[config.mk]
export PLATFORM = sky130hd
export DESIGN_NAME = count_sched
export DESIGN_NICKNAME = d
export VERILOG_FILES = /design/src/rtl/count_sched.sv
export SDC_FILE = /design/constraint.sdc
export NUM_CORES = 1
export LEC_CHECK = 0
export ABC_AREA = 0
export CAP_MARGIN = 20
export CORE_UTILIZATION = 32
export CTS_BUF_LIST = sky130_fd_sc_hd__clkbuf_8
export DETAILED_ROUTE_END_ITERATION = 10
export PLACE_DENSITY = 0.87
export SLEW_MARGIN = 20
export SYNTH_ARGS = -nofsm -noshare
export SYNTH_HDL_FRONTEND = slang
export SYNTH_SLANG_ARGS = --single-unit
export TNS_END_PERCENT = 5
[constraint.sdc]
create_clock -name clk -period 2 [get_ports clk]
set_input_delay 0.5 -clock clk [delete_from_list [all_inputs] [get_ports clk]]
set_output_delay 0.5 -clock clk [all_outputs]
set_load 0.05 [all_outputs]
[src/rtl/count_sched.sv]
// Round-robin scheduler sharing one 8-bit loadable up-counter among N requesters as a one-shot interval timer.
// Interval is len+3 cycles from request sample to done pulse; requests wait (held) while another interval runs.
module count_sched #(
  parameter int N  = 4,
  parameter int PW = 3
) (
  input  logic           clk,
  input  logic           rst,
  input  logic [N-1:0]   req,
  input  logic [8*N-1:0] len,
  output logic [N-1:0]   gnt,
  output logic [N-1:0]   done,
  output logic           busy,
  output logic [7:0]     rem,
  output logic [7:0]     cnt_d,
  output logic           cnt_ld,
  output logic           cnt_ci,
  output logic           cnt_rst_n,
  input  logic           cnt_co,
  input  logic [7:0]     cnt_q
);

  typedef enum logic [1:0] {IDLE, LOAD, RUN, DONE} state_t;

  state_t          state;
  logic [PW-1:0]   ptr;
  logic [PW-1:0]   idx;
  logic [PW-1:0]   sel;
  logic [PW-1:0]   sel_nxt;
  logic            found;
  logic [7:0]      cur_len;
  logic            cur_req;

  // Two passes give the first set bit at or above ptr, wrapping to the lowest set bit.
  always_comb begin
    found = 1'b0;
    sel   = '0;
    for (int i = 0; i < N; i++) begin
      if (!found && req[i] && (PW'(i) >= ptr)) begin
        found = 1'b1;
        sel   = PW'(i);
      end
    end
    for (int i = 0; i < N; i++) begin
      if (!found && req[i]) begin
        found = 1'b1;
        sel   = PW'(i);
      end
    end
    sel_nxt = (sel == PW'(N-1)) ? '0 : sel + PW'(1);
  end

  always_comb begin
    cur_len = 8'h00;
    cur_req = 1'b0;
    for (int i = 0; i < N; i++) begin
      if (idx == PW'(i)) begin
        cur_len = len[8*i +: 8];
        cur_req = req[i];
      end
    end
  end

  always_ff @(posedge clk or posedge rst) begin
    if (rst) begin
      state <= IDLE;
      ptr   <= '0;
      idx   <= '0;
    end else begin
      case (state)
        IDLE: begin
          if (found) begin
            idx   <= sel;
            ptr   <= sel_nxt;
            state <= LOAD;
          end
        end
        LOAD: state <= cur_req ? RUN : IDLE;
        // Carry-out beats a dropped request in the same cycle.
        RUN: begin
          if (cnt_co)        state <= DONE;
          else if (!cur_req) state <= IDLE;
        end
        default: state <= IDLE;
      endcase
    end
  end

  always_comb begin
    gnt  = '0;
    done = '0;
    for (int i = 0; i < N; i++) begin
      gnt[i]  = ((state == LOAD) || (state == RUN)) && (idx == PW'(i));
      done[i] = (state == DONE) && (idx == PW'(i));
    end
  end

  // Counter starts at ~len so it reaches 8'hFF, and carries out, after len steps.
  assign busy      = (state != IDLE);
  assign cnt_rst_n = (state == LOAD) || (state == RUN);
  assign cnt_ld    = (state == LOAD);
  assign cnt_ci    = (state == RUN);
  assign cnt_d     = (state == LOAD) ? ~cur_len : 8'h00;
  assign rem       = (state == RUN) ? ~cnt_q : 8'h00;

endmodule

==> results.py <==
metrics = {
    "finish": {
        "nNetsFinal": 217,
        "fin_util_pct": 84.2,
        "fillers": 130,
        "design_area_um2": 2090,
        "fin_cells": 192,
        "n_antenna_cell": 0,
        "syn2layout_area_growth_pct": 149,
        "layout-drive-gt1-share_pct": 51.9,
    },
    "power_and_ir_drop": {
        "p_switching_mw": 1.58,
        "pwr-share-clk_pct": 5.3,
        "combPwrFrac_pct": 85.7,
        "power_frac_seq_pct": 9.0,
        "leakage_nw": 0.926,
        "power_mw": 3.39,
        "powerDensity_nw_per_um2": 1630,
        "p_sw_share_pct": 46.6,
        "ir_drop_uv": 1350,
        "p_int_mw": 1.81,
    },
    "setup_path": {
        "cp_slowest_cell": "mux4_2",
        "rrSetupSlack_ns": 0.18,
        "path_buf_inv": 2,
        "cp_top_family": "multiplexers",
        "cp_data_arrival_time_ns": 1.66,
        "crit_path_end_kind": "output port",
        "crit-reg2reg-launch": "idx[0]$_DFFE_PP0P_",
        "crit_required_ns": 1.50,
        "cpPeakStageDelay_ns": 0.55,
        "r2r_end": "state[1]$_DFFE_PP0P_",
        "worstSetupPathType": "register to output port",
        "crit_fanout": 4,
        "cp-start-kind": "register",
        "crit_path_cell_trace": "clkbuf_16, mux4_2, nor2b_4, buf_12",
        "reg2reg_depth": 5,
    },
    "timing": {
        "fin_crit_sh_pct": 108,
        "setup_viol": 9,
        "fin_crit_ns": 2.16,
        "tns_ns": -1.04,
        "fin_skew_ns": 0.00309,
        "drv_slew": 0,
        "grt_setup_unrepaired": "yes",
        "slew_headroom_pct": 76.3,
        "fin_ws_ns": -0.157,
        "max_freq_mhz": 464,
        "tightest_slew_ns": 0.352,
        "hold_violations": 0,
    },
    "place": {
        "port_buffers": 74,
        "hpwlAfterDp_um": 2960,
        "place_area_um2": 1960,
        "gp_congestion": 0.719,
        "placed_cells": 185,
    },
    "global_routing": {
        "grt_use_met2_pct": 48.9,
        "grt_pass1_wl_um": 5550,
        "grt_pass1_vias": 1024,
        "grt_busiest_layer": "met2",
        "globalRouteMet3Util_pct": 7.47,
        "grt_max_degree": 12,
        "antenna_found_initial": 0,
        "grtUsageTotal_pct": 28.7,
        "grt_util_met1_pct": 32.2,
        "grt_overflow": 0,
    },
    "logic_synthesis": {
        "syn_nets": 133,
        "ys_seq_elements": 6,
        "synth_flop_cell": "dfrtp_1",
        "syn_area_per_cell_um2": 10.5,
        "synth_area_um2": 837,
        "syn_inst": 80,
        "synth-seq-area-share_pct": 17.9,
        "yosysUniqueCellTypes": 25,
        "async_flop_share_pct": 100,
        "synth_edf_count": 0,
        "yosysWarningCount": 0,
    },
    "clock_tree": {
        "cts_root_buf": "clkbuf_8",
        "cts-buffers-inserted": 3,
        "cts.clk_slew.worst_paths_ns": 0.04,
        "clk_latency_ns": 0.22,
        "h-tree-depth": 1,
        "cts_tree": "built",
        "hold_buffers": 0,
        "cts_buffer_depth": 2,
        "numClockSinks": 6,
    },
    "detailed_routing": {
        "dr.pass1.iters": 4,
        "antenna_left": 0,
        "drt_iter0_drc": 23,
        "wire_per_inst_um": 22.1,
        "vias": 1039,
        "viasPerCell": 5.41,
        "routed_wl_um": 4230,
        "drc": 0,
    },
    "die": {
        "dieArea_um2": 2820,
        "row_count": 18,
        "boundaryPins": 75,
        "core_um2": 2480,
        "start_util_pct": 33.8,
        "die_x_um": 53.1,
        "fp.dieH_um": 53.1,
    },
    "worst_hold_path": {
        "hold_path.class": "input port to asynchronous set/reset pin",
    },
    "run_status": {
        "violations": "negative setup slack",
        "status": "complete, but fails checks",
    },
    "job": {
        "drv_cap": 0,
    },
}
[registers in the layout (all words and copies together), names as in the netlist]
signal / flops
idx: 2
ptr: 2
state: 2
[area by class of cell]
class                   instances  area, µm²  share of cell area, %
inverters                       7       26.3                   1.26
clock buffers                   3       41.3                   1.98
well taps                      30       37.5                   1.80
flip-flops and latches          6        154                   7.38
multi-input cells              62        731                   35.0
repair buffers                 84       1100                   52.5
[how the worst max path moves through the flow]
stage	depth (start not counted)	to	slack (ns)	from
floorplan	3	cnt_d[0]	-0.33	state[1]$_DFFE_PP0P_
global placement	4	cnt_d[2]	-0.29	len[10]
detailed placement	4	cnt_d[2]	-0.36	len[10]
CTS	4	cnt_d[7]	-0.11	idx[0]$_DFFE_PP0P_
global route	4	cnt_d[4]	-0.19	idx[0]$_DFFE_PP0P_
finish	4	cnt_d[4]	-0.16	idx[0]$_DFFE_PP0P_
[cell usage after synthesis (2+ instances only)]
master	count	share of area, %
mux4_1	7	22
a21oi_1	4	2.4
nand2b_1	2	1.5
dfrtp_1	6	18
nor2b_1	16	12
inv_1	7	3.1
nand2_1	3	1.3
mux4_2	2	5.4
o31ai_1	2	1.8
nor3b_1	2	1.8
and3b_1	4	4.2
mux2_2	3	4.0
ha_1	6	9.0
and3_1	2	1.5
clkbuf_1	4	1.8
[metrics by stage]
stage | hold slack (ns) | setup WS [ns]
final | 0.481 | -0.157
after global routing | 0.513 | -0.189
after CTS | 0.487 | -0.108
after detailed placement | 0.531 | -0.359
after global placement | 0.489 | -0.287
after floorplan | 0.291 | -0.330
[what timing repair did]
| action | 4_1_cts | 5_1_grt |
|---|---|---|
| cloned | 0 | 1 |
| endpoints found under the setup margin | 12 | 29 |
| resized for setup | 59 | 10 |
| buffers inserted | 1 | 2 |
| endpoints found under the hold margin | 0 | 0 |
[power groups by stage]
stage          Sequential [mW]  Combinational [mW]  Clock, mW
2_1_floorplan            0.226                1.41          0
4_1_cts                  0.283                2.76      0.185
3_3_place_gp             0.276                2.47          0
6_report                 0.304                2.91      0.181
5_1_grt                  0.314                3.01      0.191
3_5_place_dp             0.282                2.55          0
[kinds of logic after synthesis]
family,share of synthesized area (%)
mux,32.6
compound gates,10.8
buf+inv,6.28
flops,17.9
fa+ha+maj,8.97
simple gates,23.5
[worst reg2reg max path, stage by stage (launching register included)]
cell	delay [ns]
dfrtp_2	0.43
buf_4	0.14
buf_4	0.13
mux4_2	0.45
a32o_2	0.32
o31ai_1	0.23
[layer usage]
layer	part of all wire [%]	up-vias
li1	-	459
met1	39	508
met5	0	-
met2	50	62
met3	8.1	10
met4	2.6	0
[layout by cell type, fill, tap and decap left out, types with 2 or more instances in the layout]
master,count
nand2_1,3
inv_1,7
buf_6,2
dfrtp_2,3
ha_2,2
buf_4,6
dfrtp_1,3
buf_12,29
clkdlybuf4s50_1,13
mux2_2,3
mux4_2,9
and3b_2,3
dlygate4sd2_1,32
a21oi_1,4
nand2b_1,2
ha_1,3
nor3b_2,2
nor2b_2,8
nor2b_4,8
o31ai_1,2
clkbuf_8,3
No activity file was read; power rests on OpenSTA's default activity.
